===== src/rtl/mcu_db_responder_if.sv =====
// Debug command bus between mcu_controller/CPU side (master) and mcu_db_responder (slave).
interface mcu_db_responder_if;
  logic        valid;
  logic        pause;
  logic        resume;
  logic        reset;
  logic        reg_rd;
  logic        reg_wr;
  logic        mem_rd;
  logic        mem_wr;
  logic        mem_rw_byte;
  logic [31:0] addr;
  logic [31:0] d_in;
  logic        mcu_busy;
  logic [31:0] d_rd;
  logic        error;
  logic        cpu_pause;
  logic        cpu_halted;
  logic        cpu_reset;
  logic [31:0] pc;
  logic [4:0]  rf_addr;
  logic [31:0] rf_wd;
  logic        rf_we;
  logic [31:0] rf_rd;
  logic [31:0] mem_addr;
  logic [31:0] mem_wdata;
  logic [3:0]  mem_be;
  logic        mem_re;
  logic        mem_we;
  logic [31:0] mem_rdata;
  logic        mem_ack;

  modport slave (
    input  valid, pause, resume, reset, reg_rd, reg_wr, mem_rd, mem_wr,
           mem_rw_byte, addr, d_in, cpu_halted, pc, rf_rd, mem_rdata, mem_ack,
    output mcu_busy, d_rd, error, cpu_pause, cpu_reset, rf_addr, rf_wd, rf_we,
           mem_addr, mem_wdata, mem_be, mem_re, mem_we
  );

  modport master (
    output valid, pause, resume, reset, reg_rd, reg_wr, mem_rd, mem_wr,
           mem_rw_byte, addr, d_in, cpu_halted, pc, rf_rd, mem_rdata, mem_ack,
    input  mcu_busy, d_rd, error, cpu_pause, cpu_reset, rf_addr, rf_wd, rf_we,
           mem_addr, mem_wdata, mem_be, mem_re, mem_we
  );
endinterface


===== src/rtl/mcu_db_responder.sv =====
// MCU-side debug command executor: CPU pause/resume/reset, register-file and data-memory access.
//
// state      | meaning
// IDLE       | waiting for a valid command strobe
// PAUSE_WAIT | cpu_pause asserted, waiting for cpu_halted
// RST        | cpu_reset pulse in progress
// REG        | one-cycle execute slot (register access, resume, rejected command)
// MEM        | memory request held until mem_ack or timeout
// DONE       | result published, one cycle before returning to IDLE
module mcu_db_responder #(
  parameter int MEM_TIMEOUT  = 255,
  parameter int RESET_CYCLES = 4
) (
  input logic               clk,
  input logic               rst_n,
  mcu_db_responder_if.slave bus
);
  localparam logic [2:0] S_IDLE       = 3'd0;
  localparam logic [2:0] S_PAUSE_WAIT = 3'd1;
  localparam logic [2:0] S_RST        = 3'd2;
  localparam logic [2:0] S_REG        = 3'd3;
  localparam logic [2:0] S_MEM        = 3'd4;
  localparam logic [2:0] S_DONE       = 3'd5;

  localparam int CMAX = (MEM_TIMEOUT > RESET_CYCLES) ? MEM_TIMEOUT : RESET_CYCLES;
  localparam int CW   = $clog2(CMAX + 1);

  logic [2:0]    r_state;
  logic [CW-1:0] r_cnt;
  logic          r_paused;
  logic          r_cpu_reset;
  logic          r_is_rd;
  logic          r_err;
  logic          r_byte;
  logic [1:0]    r_lane;
  logic [31:0]   r_d_rd;
  logic          r_error;
  logic [4:0]    r_rf_addr;
  logic [31:0]   r_rf_wd;
  logic          r_rf_we;
  logic [31:0]   r_mem_addr;
  logic [31:0]   r_mem_wdata;
  logic [3:0]    r_mem_be;
  logic          r_mem_re;
  logic          r_mem_we;

  logic [6:0]    w_sel;
  logic          w_reg;
  logic          w_mem;
  logic          w_bad;
  logic [31:0]   w_rd_data;
  logic          w_unused;

  assign w_sel = {bus.pause, bus.resume, bus.reset, bus.reg_rd, bus.reg_wr, bus.mem_rd, bus.mem_wr};
  assign w_reg = bus.reg_rd | bus.reg_wr;
  assign w_mem = bus.mem_rd | bus.mem_wr;
  assign w_bad = !$onehot(w_sel)
               | (w_reg & (!r_paused | (|bus.addr[31:5])))
               | (w_mem & (!r_paused | (!bus.mem_rw_byte & (|bus.addr[1:0]))));

  assign w_rd_data = r_byte ? {24'd0, bus.mem_rdata[{r_lane, 3'b000} +: 8]} : bus.mem_rdata;
  assign w_unused  = ^bus.pc;

  // Resume and rejected commands pass through REG so every short command has the same latency.
  always_ff @(posedge clk or negedge rst_n) begin
    if (!rst_n) begin
      r_state     <= S_IDLE;
      r_cnt       <= '0;
      r_paused    <= 1'b0;
      r_cpu_reset <= 1'b0;
      r_is_rd     <= 1'b0;
      r_err       <= 1'b0;
      r_byte      <= 1'b0;
      r_lane      <= 2'd0;
      r_d_rd      <= 32'd0;
      r_error     <= 1'b0;
      r_rf_addr   <= 5'd0;
      r_rf_wd     <= 32'd0;
      r_rf_we     <= 1'b0;
      r_mem_addr  <= 32'd0;
      r_mem_wdata <= 32'd0;
      r_mem_be    <= 4'd0;
      r_mem_re    <= 1'b0;
      r_mem_we    <= 1'b0;
    end else begin
      r_rf_we <= 1'b0;
      case (r_state)
        S_IDLE: begin
          if (bus.valid) begin
            r_is_rd <= bus.reg_rd | bus.mem_rd;
            r_err   <= w_bad;
            if (w_bad) begin
              r_state <= S_REG;
            end else if (bus.pause) begin
              r_paused <= 1'b1;
              r_state  <= S_PAUSE_WAIT;
            end else if (bus.resume) begin
              r_paused <= 1'b0;
              r_state  <= S_REG;
            end else if (bus.reset) begin
              r_cpu_reset <= 1'b1;
              r_cnt       <= CW'(RESET_CYCLES);
              r_state     <= S_RST;
            end else if (w_reg) begin
              r_rf_addr <= bus.addr[4:0];
              r_rf_wd   <= bus.d_in;
              r_rf_we   <= bus.reg_wr;
              r_state   <= S_REG;
            end else begin
              r_mem_addr  <= {bus.addr[31:2], 2'b00};
              r_mem_be    <= bus.mem_rw_byte ? 4'(4'b0001 << bus.addr[1:0]) : 4'hF;
              r_mem_wdata <= bus.mem_rw_byte ? {4{bus.d_in[7:0]}} : bus.d_in;
              r_mem_re    <= bus.mem_rd;
              r_mem_we    <= bus.mem_wr;
              r_lane      <= bus.addr[1:0];
              r_byte      <= bus.mem_rw_byte;
              r_cnt       <= CW'(MEM_TIMEOUT - 1);
              r_state     <= S_MEM;
            end
          end
        end
        S_PAUSE_WAIT: begin
          if (bus.cpu_halted) begin
            r_error <= 1'b0;
            r_state <= S_DONE;
          end
        end
        S_RST: begin
          if (r_cnt == CW'(1)) r_cpu_reset <= 1'b0;
          if (r_cnt == '0) begin
            r_error <= 1'b0;
            r_state <= S_DONE;
          end else begin
            r_cnt <= r_cnt - CW'(1);
          end
        end
        S_REG: begin
          r_error <= r_err;
          if (!r_err && r_is_rd) r_d_rd <= bus.rf_rd;
          r_state <= S_DONE;
        end
        S_MEM: begin
          if (bus.mem_ack) begin
            r_mem_re <= 1'b0;
            r_mem_we <= 1'b0;
            r_error  <= 1'b0;
            if (r_is_rd) r_d_rd <= w_rd_data;
            r_state  <= S_DONE;
          end else if (r_cnt == '0) begin
            r_mem_re <= 1'b0;
            r_mem_we <= 1'b0;
            r_error  <= 1'b1;
            r_state  <= S_DONE;
          end else begin
            r_cnt <= r_cnt - CW'(1);
          end
        end
        default: r_state <= S_IDLE;
      endcase
    end
  end

  assign bus.mcu_busy  = (r_state != S_IDLE);
  assign bus.d_rd      = r_d_rd;
  assign bus.error     = r_error;
  assign bus.cpu_pause = r_paused;
  assign bus.cpu_reset = r_cpu_reset;
  assign bus.rf_addr   = r_rf_addr;
  assign bus.rf_wd     = r_rf_wd;
  assign bus.rf_we     = r_rf_we;
  assign bus.mem_addr  = r_mem_addr;
  assign bus.mem_wdata = r_mem_wdata;
  assign bus.mem_be    = r_mem_be;
  assign bus.mem_re    = r_mem_re;
  assign bus.mem_we    = r_mem_we;
endmodule


===== src/flat_wrapper.sv =====
// flat-port wrapper written by rule: the top's interface ports become plain ports
module mcu_db_responder_flat 
#(
  parameter int MEM_TIMEOUT  = 255,
  parameter int RESET_CYCLES = 4
)
  (clk, rst_n, bus_valid, bus_pause, bus_resume, bus_reset, bus_reg_rd, bus_reg_wr, bus_mem_rd, bus_mem_wr, bus_mem_rw_byte, bus_addr, bus_d_in, bus_cpu_halted, bus_pc, bus_rf_rd, bus_mem_rdata, bus_mem_ack, bus_mcu_busy, bus_d_rd, bus_error, bus_cpu_pause, bus_cpu_reset, bus_rf_addr, bus_rf_wd, bus_rf_we, bus_mem_addr, bus_mem_wdata, bus_mem_be, bus_mem_re, bus_mem_we);
  mcu_db_responder_if bus_i ();
  input logic clk;
  input logic rst_n;
  input wire logic [$bits(bus_i.valid)-1:0] bus_valid;
  input wire logic [$bits(bus_i.pause)-1:0] bus_pause;
  input wire logic [$bits(bus_i.resume)-1:0] bus_resume;
  input wire logic [$bits(bus_i.reset)-1:0] bus_reset;
  input wire logic [$bits(bus_i.reg_rd)-1:0] bus_reg_rd;
  input wire logic [$bits(bus_i.reg_wr)-1:0] bus_reg_wr;
  input wire logic [$bits(bus_i.mem_rd)-1:0] bus_mem_rd;
  input wire logic [$bits(bus_i.mem_wr)-1:0] bus_mem_wr;
  input wire logic [$bits(bus_i.mem_rw_byte)-1:0] bus_mem_rw_byte;
  input wire logic [$bits(bus_i.addr)-1:0] bus_addr;
  input wire logic [$bits(bus_i.d_in)-1:0] bus_d_in;
  input wire logic [$bits(bus_i.cpu_halted)-1:0] bus_cpu_halted;
  input wire logic [$bits(bus_i.pc)-1:0] bus_pc;
  input wire logic [$bits(bus_i.rf_rd)-1:0] bus_rf_rd;
  input wire logic [$bits(bus_i.mem_rdata)-1:0] bus_mem_rdata;
  input wire logic [$bits(bus_i.mem_ack)-1:0] bus_mem_ack;
  output wire logic [$bits(bus_i.mcu_busy)-1:0] bus_mcu_busy;
  output wire logic [$bits(bus_i.d_rd)-1:0] bus_d_rd;
  output wire logic [$bits(bus_i.error)-1:0] bus_error;
  output wire logic [$bits(bus_i.cpu_pause)-1:0] bus_cpu_pause;
  output wire logic [$bits(bus_i.cpu_reset)-1:0] bus_cpu_reset;
  output wire logic [$bits(bus_i.rf_addr)-1:0] bus_rf_addr;
  output wire logic [$bits(bus_i.rf_wd)-1:0] bus_rf_wd;
  output wire logic [$bits(bus_i.rf_we)-1:0] bus_rf_we;
  output wire logic [$bits(bus_i.mem_addr)-1:0] bus_mem_addr;
  output wire logic [$bits(bus_i.mem_wdata)-1:0] bus_mem_wdata;
  output wire logic [$bits(bus_i.mem_be)-1:0] bus_mem_be;
  output wire logic [$bits(bus_i.mem_re)-1:0] bus_mem_re;
  output wire logic [$bits(bus_i.mem_we)-1:0] bus_mem_we;
  assign bus_i.valid = bus_valid;
  assign bus_i.pause = bus_pause;
  assign bus_i.resume = bus_resume;
  assign bus_i.reset = bus_reset;
  assign bus_i.reg_rd = bus_reg_rd;
  assign bus_i.reg_wr = bus_reg_wr;
  assign bus_i.mem_rd = bus_mem_rd;
  assign bus_i.mem_wr = bus_mem_wr;
  assign bus_i.mem_rw_byte = bus_mem_rw_byte;
  assign bus_i.addr = bus_addr;
  assign bus_i.d_in = bus_d_in;
  assign bus_i.cpu_halted = bus_cpu_halted;
  assign bus_i.pc = bus_pc;
  assign bus_i.rf_rd = bus_rf_rd;
  assign bus_i.mem_rdata = bus_mem_rdata;
  assign bus_i.mem_ack = bus_mem_ack;
  assign bus_mcu_busy = bus_i.mcu_busy;
  assign bus_d_rd = bus_i.d_rd;
  assign bus_error = bus_i.error;
  assign bus_cpu_pause = bus_i.cpu_pause;
  assign bus_cpu_reset = bus_i.cpu_reset;
  assign bus_rf_addr = bus_i.rf_addr;
  assign bus_rf_wd = bus_i.rf_wd;
  assign bus_rf_we = bus_i.rf_we;
  assign bus_mem_addr = bus_i.mem_addr;
  assign bus_mem_wdata = bus_i.mem_wdata;
  assign bus_mem_be = bus_i.mem_be;
  assign bus_mem_re = bus_i.mem_re;
  assign bus_mem_we = bus_i.mem_we;
  mcu_db_responder #(.MEM_TIMEOUT(MEM_TIMEOUT), .RESET_CYCLES(RESET_CYCLES)) u_core (.clk(clk), .rst_n(rst_n), .bus(bus_i));
endmodule

===== config.mk =====
export PLATFORM = sky130hd
export DESIGN_NAME = mcu_db_responder_flat
export DESIGN_NICKNAME = d
export VERILOG_FILES = /design/src/rtl/mcu_db_responder_if.sv /design/src/rtl/mcu_db_responder.sv /design/src/flat_wrapper.sv
export SDC_FILE = /design/constraint.sdc
export NUM_CORES = 1
export LEC_CHECK = 0
export ABC_AREA = 1
export BUFFER_PORTS_ARGS = -buffer_cell sky130_fd_sc_hd__buf_2
export CAP_MARGIN = 20
export CELL_PAD_IN_SITES_DETAIL_PLACEMENT = 1
export CELL_PAD_IN_SITES_GLOBAL_PLACEMENT = 2
export CORE_UTILIZATION = 29
export DETAILED_ROUTE_END_ITERATION = 8
export PLACE_DENSITY_LB_ADDON = 0.12
export RECOVER_POWER = 100
export REMOVE_ABC_BUFFERS = 1
export SETUP_SLACK_MARGIN = 0.15
export SYNTH_ARGS = -nofsm -noshare
export SYNTH_HDL_FRONTEND = slang
export SYNTH_SLANG_ARGS = --single-unit

===== constraint.sdc =====
create_clock -name clk -period 4.6 [get_ports clk]
set_input_delay 0.92 -clock clk [delete_from_list [all_inputs] [get_ports clk]]
set_output_delay 0.92 -clock clk [all_outputs]
set_load 0.005 [all_outputs]

==> results of run 1 <==
[critical path: stages (launching register included)]
cell,delay [ns]
dfrtp_1,0.43
inv_1,0.20
nand2_4,0.10
nor2_1,0.41
inv_4,0.11
nor2_4,0.09
clkbuf_1,1.65
inv_1,0.30
nor2_1,0.24
nand2_1,0.09
nand2_1,0.07
o21ai_0,0.08
[registers in the layout, summed over array words and instances, names as in the netlist, 2 cells and up]
signal                flops
u_core.r_lane             2
u_core.bus.mem_addr      30
u_core.bus.mem_be         4
u_core.bus.mem_wdata     32
u_core.bus.rf_wd         32
u_core.bus.d_rd          32
u_core.bus.rf_addr        5
u_core.r_cnt              8
u_core.r_state            3
[metrics by stage]
stage / setup TNS (ns) / hold WS, ns
global route: 0 / 0.503
global placement: 0 / 0.450
finish: 0 / 0.472
CTS: 0 / 0.472
floorplan: -13.49 / 0.442
detailed placement: 0 / 0.454
[layer usage]
layer	track usage, %	vias up	routed length, um
met5	0	-	23
met1	26.1	3641	12500
li1	-	3752	-
met3	6.18	31	1890
met4	6.18	4	537
met2	32.2	198	12600
[cell families after synthesis]
family,Yosys count
other,1
adders and majority gates,13
xor gates and xnor gates,1
DFF,157
buffers and inverters,146
and+or+nand+nor,588
AOI/OAI and AO/OA,106
[Yosys cell counts, types with 9 or more instances]
cell type and n:
nand2_1 372, dfrtp_1 157, nor2_1 95, inv_1 85, nand3_1 53, nand4_1 46
a31oi_1 33, a21oi_1 31, buf_2 26, o21ai_0 14, ha_1 10, clkbuf_1 9
o21ai_1 9
[final timing paths]
path	depth (start not counted)	startpoint	slack, ns	to
max	11	u_core.r_state[1]	0.71	u_core.bus.cpu_pause
min	2	u_core.bus.rf_wd[4]	0.47	u_core.bus.rf_wd[4]
max reg2reg	11	u_core.r_state[1]	0.71	u_core.bus.cpu_pause
min reg2reg	2	u_core.bus.rf_wd[4]	0.47	u_core.bus.rf_wd[4]
max in group asynchronous	2	rst_n	1.21	u_core.bus.d_rd[26]
min in group asynchronous	1	rst_n	1.08	u_core.bus.d_rd[13]
[cell type report]
cell class / instances / area share (%)
antenna: 6 / 0.149
clock buffer: 18 / 4.35
clock inverter: 14 / 1.65
inverter: 94 / 3.53
multi-input combinational: 710 / 33.5
sequential: 157 / 38.9
tap: 341 / 4.23
timing repair buffer: 290 / 13.6
[power by group]
group / switching [mW] / total (mW) / internal, mW / leakage, nW
registers: 0.137 / 1.75 / 1.62 / 1.93
clock network: 0.699 / 1.49 / 0.793 / 0.292
logic: 0.973 / 1.48 / 0.506 / 3.23
total: 1.81 / 4.73 / 2.92 / 5.44
==> results.json, run 1 <==
{
  "syn_avg_cell_area_sq_um": 7.89,
  "antenna_found_initial": 7,
  "path_max_fanout": 40,
  "worstPathArrival_ns": 4.20,
  "pin_count": 317,
  "end_kind": "flop",
  "synth-async-reset-ratio_pct": 100,
  "cts_resized": 0,
  "skew_ns": 0.0128,
  "tightestPinTransition_ns": 2.34,
  "clk_latency_ns": 0.44,
  "core_sq_um": 27000,
  "die_area_sq_um": 28200,
  "cts-buffers-inserted": 17,
  "violations": "max-capacitance violations, max-slew violations",
  "synth_edf_count": 0,
  "ys_seq_elements": 157,
  "hold_viol_final": 0,
  "grt_overflow": 0,
  "dieWidth_um": 168,
  "synthFlopType": "dfrtp_1",
  "cts_tree": "done",
  "root_buffer": "clkbuf_16",
  "p_total_mw": 4.73,
  "clkSlewWorstSetupHoldPaths_ns": 0.08,
  "die_y_um": 168,
  "min_period_over_period_pct": 84.6,
  "layout_commonest_cell": "nand2_1",
  "seqCellArea_sq_um": 3930,
  "routabilityCongestion": 0.768,
  "via_per_inst": 4.68,
  "fmax_ghz": 0.257,
  "postRouteAntennaNets": 0,
  "relSlewSlack_pct": -55.9,
  "dp_cells": 1592,
  "core.rowCount": 60,
  "fin_nets": 1456,
  "p_leak_nw": 5.44,
  "io_buffers": 282,
  "hp-class": "reg2reg",
  "instances_no_fill": 1630,
  "ir_drop_v": 0.000173,
  "synth_cell_types": 42,
  "numClockSinks": 157,
  "cts_buffer_depth": 2,
  "status": "finished, violations left",
  "synth_area_leaders": "dfrtp_1 49%, nand2_1 17%, nor2_1 4.5%",
  "dpl.hpwl_mm": 19.1,
  "htree_levels": 4,
  "drc": 0,
  "yosys-mux-area-fraction_pct": 0,
  "vias": 7626,
  "synth_top_family_by_area": "simple AND/OR/NAND/NOR gates",
  "yosysTopAreaCellShare_pct": 49.2,
  "synth_compound_area_share_pct": 8.19,
  "netlist_instances": 1012,
  "drive_gt1_share_pct": 19.7,
  "drv_cap": 2,
  "synth_area_sq_um": 7990,
  "post-place-ws_ns": 0.525,
  "grt_max_degree": 84,
  "finalSetupViolations": 0,
  "required_ns": 4.91,
  "fin_util_pct": 37.4,
  "final.fill_count": 3454,
  "drt_iter0_drc": 316,
  "start_util_pct": 29.6,
  "finalInstanceArea_sq_um": 10100,
  "yosys.area.top_type": "dfrtp_1",
  "synthAdderAreaFrac_pct": 2.32,
  "ctsHoldBuffers": 0,
  "synth_warnings": 0,
  "period_needed_ns": 3.89,
  "drt-total-wl_mm": 27.6,
  "post_cts.repair.setup_buffers": 0,
  "multi_input_area_sq_um": 3380,
  "final_cell_mix": "372 x nand2_1, 187 x buf_2, 157 x dfrtp_1",
  "start_kind": "flop",
  "rsz0062_at_grt": "no",
  "maxSlewViolCount": 117,
  "first_pass_iters": 4,
  "first_global_vias": 7961,
  "critPathKind": "reg2reg",
  "grt_usage_pct": 20.1,
  "grt_pass1_wl_mm": 44.1,
  "post_drt_wl_per_cell_um": 16.9,
  "synth-xor-area-share_pct": 0.110,
  "powerDensity_nw_per_um2": 468,
  "area_delta_synth_final_pct": 26.3,
  "synthSimpleGateAreaFrac_pct": 31.8,
  "placement.cell_area_sq_um": 9640,
  "yosysSeqAreaShare_pct": 49.2,
  "setup_slack_ns": 0.709
}
Note: power is estimated with default switching activity, not from simulation.
==> inputs of run 2 (changes only) <==
CORE_UTILIZATION = 24   (was 29)
clock period = 3.51 ns   (was 4.6 ns; I/O delays follow)
==> run 2 against run 1 <==
Compared with the run above: the run still ends with max-capacitance violations, max-slew violations left; die area grew 21%; via count shrank 0.83%; total power grew 30%; worst setup slack lost 0.38 ns; final area grew 2.7%; non-clock buffer count grew 22; cell count grew 7.2%; sequential power grew 32%; worst hold slack is essentially flat; critical path type is now in2reg.
==> results.json, run 2 (synthesis gave the netlist of run 1 again) <==
{
  "status": "finished, violations left",
  "violations": "max-capacitance violations, max-slew violations",
  "min_period_over_period_pct": 90.6,
  "rsz0062_at_grt": "no",
  "cts_tree": "done",
  "final_cell_mix": "373 x nand2_1, 175 x buf_2, 157 x dfrtp_1",
  "routabilityCongestion": 0.728,
  "relSlewSlack_pct": -55.7,
  "r2r_cells": 5,
  "placement.cell_area_sq_um": 10000,
  "fmax_ghz": 0.314,
  "hold_viol_final": 0,
  "postRouteAntennaNets": 0,
  "start_kind": "input port",
  "drc": 0,
  "skew_ns": 0.0129,
  "period_needed_ns": 3.18,
  "hp-class": "in2reg",
  "core.rowCount": 66,
  "layout_commonest_cell": "nand2_1",
  "cts_resized": 0,
  "htree_levels": 4,
  "pin_count": 317,
  "post_cts.repair.setup_buffers": 0,
  "ir_drop_v": 0.000333,
  "io_buffers": 282,
  "cts_buffer_depth": 2,
  "via_per_inst": 4.33,
  "dieWidth_um": 184,
  "ctsHoldBuffers": 0,
  "clkSlewWorstSetupHoldPaths_ns": 0.07,
  "first_pass_iters": 4,
  "die_y_um": 184,
  "dp_cells": 1715,
  "first_global_vias": 7948,
  "p_leak_nw": 5.50,
  "finalInstanceArea_sq_um": 10400,
  "grt_max_degree": 102,
  "area_delta_synth_final_pct": 29.7,
  "die_area_sq_um": 34000,
  "numClockSinks": 157,
  "worstPathArrival_ns": 3.49,
  "end_kind": "flop",
  "antenna_found_initial": 3,
  "root_buffer": "clkbuf_16",
  "drt-total-wl_mm": 29.2,
  "grt_usage_pct": 17.8,
  "drive_gt1_share_pct": 19.7,
  "instances_no_fill": 1748,
  "drv_cap": 2,
  "tightestPinTransition_ns": 2.34,
  "fin_nets": 1478,
  "path_max_fanout": 19,
  "maxSlewViolCount": 56,
  "finalSetupViolations": 0,
  "required_ns": 3.82,
  "start_util_pct": 24.5,
  "vias": 7563,
  "core_sq_um": 32600,
  "grt_overflow": 0,
  "grt_pass1_wl_mm": 46.0,
  "drt_iter0_drc": 270,
  "critPathKind": "in2reg",
  "hold_path_depth": 3,
  "cts-buffers-inserted": 17,
  "clk_latency_ns": 0.44,
  "powerDensity_nw_per_um2": 592,
  "post_drt_wl_per_cell_um": 16.7,
  "dpl.hpwl_mm": 20.9
}
run 2: cell types whose count changed in the layout (fill, tap and decap cells not counted), sizes merged:
cell,before,now
clkbuf,115,135
diode,6,1
clkinv,5,10
inv,99,92
buf,193,197
run 2: cell type report:
cell class	instances	area [sq um]
Fill cell	4070	22300
Sequential cell	157	3930
Multi-Input combinational cell	710	3380
Timing Repair Buffer	312	1590
Tap cell	442	553
Clock buffer	20	447
Inverter	94	357
Clock inverter	12	113
Antenna cell	1	2.50
run 2: path summary, 6_finish.rpt:
kind                                  startpoint                  endpoint  slack (ns)
setup / recovery                      bus_mem_wr  u_core.bus.mem_wdata[14]        0.33
hold / removal                       bus_addr[4]    u_core.bus.mem_addr[4]        0.47
setup reg to reg               u_core.r_state[2]       u_core.bus.d_rd[27]        0.61
hold reg to reg            u_core.bus.rf_addr[3]     u_core.bus.rf_addr[3]        0.47
max in group asynchronous                  rst_n        u_core.bus.d_rd[5]        1.04
min in group asynchronous                  rst_n       u_core.bus.d_rd[21]        0.95
run 2: metal layers:
| layer | share of wire [%] | vias to the layer above | track usage [%] |
|---|---|---|---|
| met3 | 6.9 | 17 | 5.79 |
| met2 | 48 | 165 | 29.7 |
| li1 | - | 3798 | - |
| met4 | 0.92 | 2 | 4.47 |
| met1 | 44 | 3581 | 21.9 |
| met5 | 0.034 | - | 0 |
run 2: worst max-delay path: stages:
cell and delay [ns]:
clkbuf_1 0.10, inv_1 0.05, ha_1 0.26, inv_1 0.05, fa_1 0.49, inv_1 0.04
ha_1 0.20, fa_1 0.43, inv_1 0.08, nand4_1 0.15, a21oi_4 0.22, nand3_4 0.16
clkbuf_2 0.32, nor2_1 0.17, a21oi_1 0.06
run 2: through the flow:
step	power, mW	TNS [ns]	hold WS (ns)	utilization [%]	worst slack, ns
global placement	4.44	-0.843	0.450	30.7	-0.0337
floorplan	3.58	-87.18	0.406	-	-1.30
finish	6.14	0	0.472	31.8	0.329
global route	6.63	0	0.461	31.8	0.134
CTS	6.36	0	0.166	32.4	0.412
detailed placement	4.47	-0.938	0.457	30.7	-0.0436
run 2: where the power goes:
part           total, mW  leakage, nW  switching [mW]  internal, mW
logic               2.00         3.30            1.28         0.729
clock network       1.83        0.271           0.829          1.00
registers           2.31         1.93           0.185          2.12
total               6.14         5.50            2.29          3.85
==> inputs of run 3 (changes only) <==
CORE_ASPECT_RATIO = 1.2   (was not set)
==> run 3 against run 2 <==
Compared with the run above: the run still ends with max-capacitance violations, max-slew violations left; wire length is 0.77% lower; clock skew is 0.0024 ns lower; flip-flop and latch count stayed put; non-clock buffer count is 6 lower; register-to-register slack worse by 0.21 ns; clock power is 9% higher; critical path type unchanged; critical endpoint is now u_core.r_cnt[4]; largest cell class unchanged; largest power group unchanged.
==> results.json, run 3 (synthesis gave the netlist of run 1 again) <==
{
  "pin_count": 317,
  "maxSlewViolCount": 81,
  "clkSlewWorstSetupHoldPaths_ns": 0.07,
  "htree_levels": 4,
  "final.fill_count": 4039,
  "area_delta_synth_final_pct": 30.0,
  "post_drt_wl_per_cell_um": 16.6,
  "hp-class": "reg2reg",
  "min_period_over_period_pct": 90.2,
  "fin_hold_ws_ns": 0.470,
  "worstPathArrival_ns": 3.49,
  "cts_resized": 0,
  "cts_tree": "done",
  "final_cell_mix": "372 x nand2_1, 186 x buf_2, 157 x dfrtp_1",
  "numClockSinks": 157,
  "postRouteAntennaNets": 0,
  "max_stage_delay_ns": 0.50,
  "fin_nets": 1472,
  "crit_chain": "buf_2 > inv_1 > ha_1 > inv_1 > fa_1 > inv_1 > ha_1 > fa_1 > inv_1 > nand4_1 > a21oi_4 > nand2_1 > nand2_1 > buf_12 > nand2_2 > nand2_1 > nand2_1",
  "layout_commonest_cell": "nand2_1",
  "clk_latency_ns": 0.44,
  "start_kind": "input port",
  "grt_pass1_wl_mm": 46.7,
  "core.rowCount": 72,
  "instances_no_fill": 1747,
  "start_util_pct": 24.6,
  "first_global_vias": 8240,
  "core_sq_um": 32500,
  "fmax_ghz": 0.316,
  "die_area_sq_um": 34000,
  "critPathKind": "in2reg",
  "end_kind": "flop",
  "path_delay_family": "adder cells",
  "worst-path-buf-inv": 6,
  "rsz0062_at_grt": "no",
  "grt_overflow": 0,
  "hold_viol_final": 0,
  "cts_buffer_depth": 2,
  "drt-total-wl_mm": 29.0,
  "cts-buffers-inserted": 17,
  "ctsHoldBuffers": 0,
  "routabilityCongestion": 0.765,
  "drc": 0,
  "dpl.hpwl_mm": 20.7,
  "violations": "max-capacitance violations, max-slew violations",
  "tightestPinTransition_ns": 1.82,
  "finalSetupViolations": 0,
  "finalSetupTns_ns": 0,
  "via_per_inst": 4.40,
  "skew_ns": 0.0106,
  "dieWidth_um": 169,
  "drv_cap": 2,
  "cp_slowest_cell": "fa_1",
  "root_buffer": "clkbuf_16",
  "status": "finished, violations left",
  "first_pass_iters": 4,
  "grt_usage_pct": 17.8,
  "relSlewSlack_pct": -22.1,
  "grt_max_degree": 64,
  "drive_gt1_share_pct": 20.8,
  "dp_cells": 1711,
  "path_max_fanout": 9,
  "required_ns": 3.83,
  "io_buffers": 282,
  "powerDensity_nw_per_um2": 603,
  "antenna_found_initial": 7,
  "vias": 7688,
  "drt_iter0_drc": 267,
  "p_leak_nw": 5.52,
  "die_y_um": 202,
  "fin_util_pct": 31.9,
  "ir_drop_v": 0.000301,
  "post_cts.repair.setup_buffers": 0,
  "period_needed_ns": 3.16
}
run 3: layout make-up:
cell class	count	area (sq um)	area share [%]
antenna	4	10.0	0.0964
sequential	157	3930	37.8
tap	444	556	5.35
inverter	94	357	3.43
clock inverter	15	186	1.79
multi-input combinational	710	3370	32.4
clock buffer	17	425	4.09
timing repair buffer	306	1560	15.0
run 3: final timing paths:
path                                      start                 endpoint  slack, ns  cells past startpoint
max reg2reg                   u_core.r_state[1]     u_core.bus.cpu_pause       0.40                     10
min reg2reg                u_core.bus.rf_wd[29]     u_core.bus.rf_wd[29]       0.47                      2
min in group asynchronous                 rst_n      u_core.bus.d_rd[24]       0.65                      1
max                                  bus_mem_rd          u_core.r_cnt[4]       0.35                     17
max in group asynchronous                 rst_n  u_core.bus.mem_addr[24]       0.95                      2
min                        u_core.bus.rf_wd[29]     u_core.bus.rf_wd[29]       0.47                      2
run 3: per-layer routing:
metal	global-route usage, %	up-vias	part of all wire (%)	wire (um)
li1	-	3788	-	-
met1	21.4	3696	43	12500
met2	30.7	178	49	14300
met3	5.66	20	6.5	1880
met4	4.42	6	0.93	269
met5	0	-	0.11	32
run 3: power breakdown:
part           internal, mW  total [mW]  switching, mW
Clock                  1.13        2.00          0.862
Combinational         0.703        1.96           1.26
Sequential             2.12        2.30          0.182
Total                  3.96        6.26           2.30
run 3: tightest hold or removal path, delay by kind of cell, from the launching register on:
family        cells  cell delay [ns]
flops             1             0.34
simple gates      2             0.10
run 3: per-stage QoR:
stage                     area, sq um  total power, mW  setup WS [ns]
after floorplan                  7690             3.58          -1.30
after global placement           9980             4.42         -0.156
after detailed placement         9980             4.44         -0.165
after CTS                       10600             6.50          0.280
after global routing            10400             6.73         0.0860
final                           10400             6.26          0.346
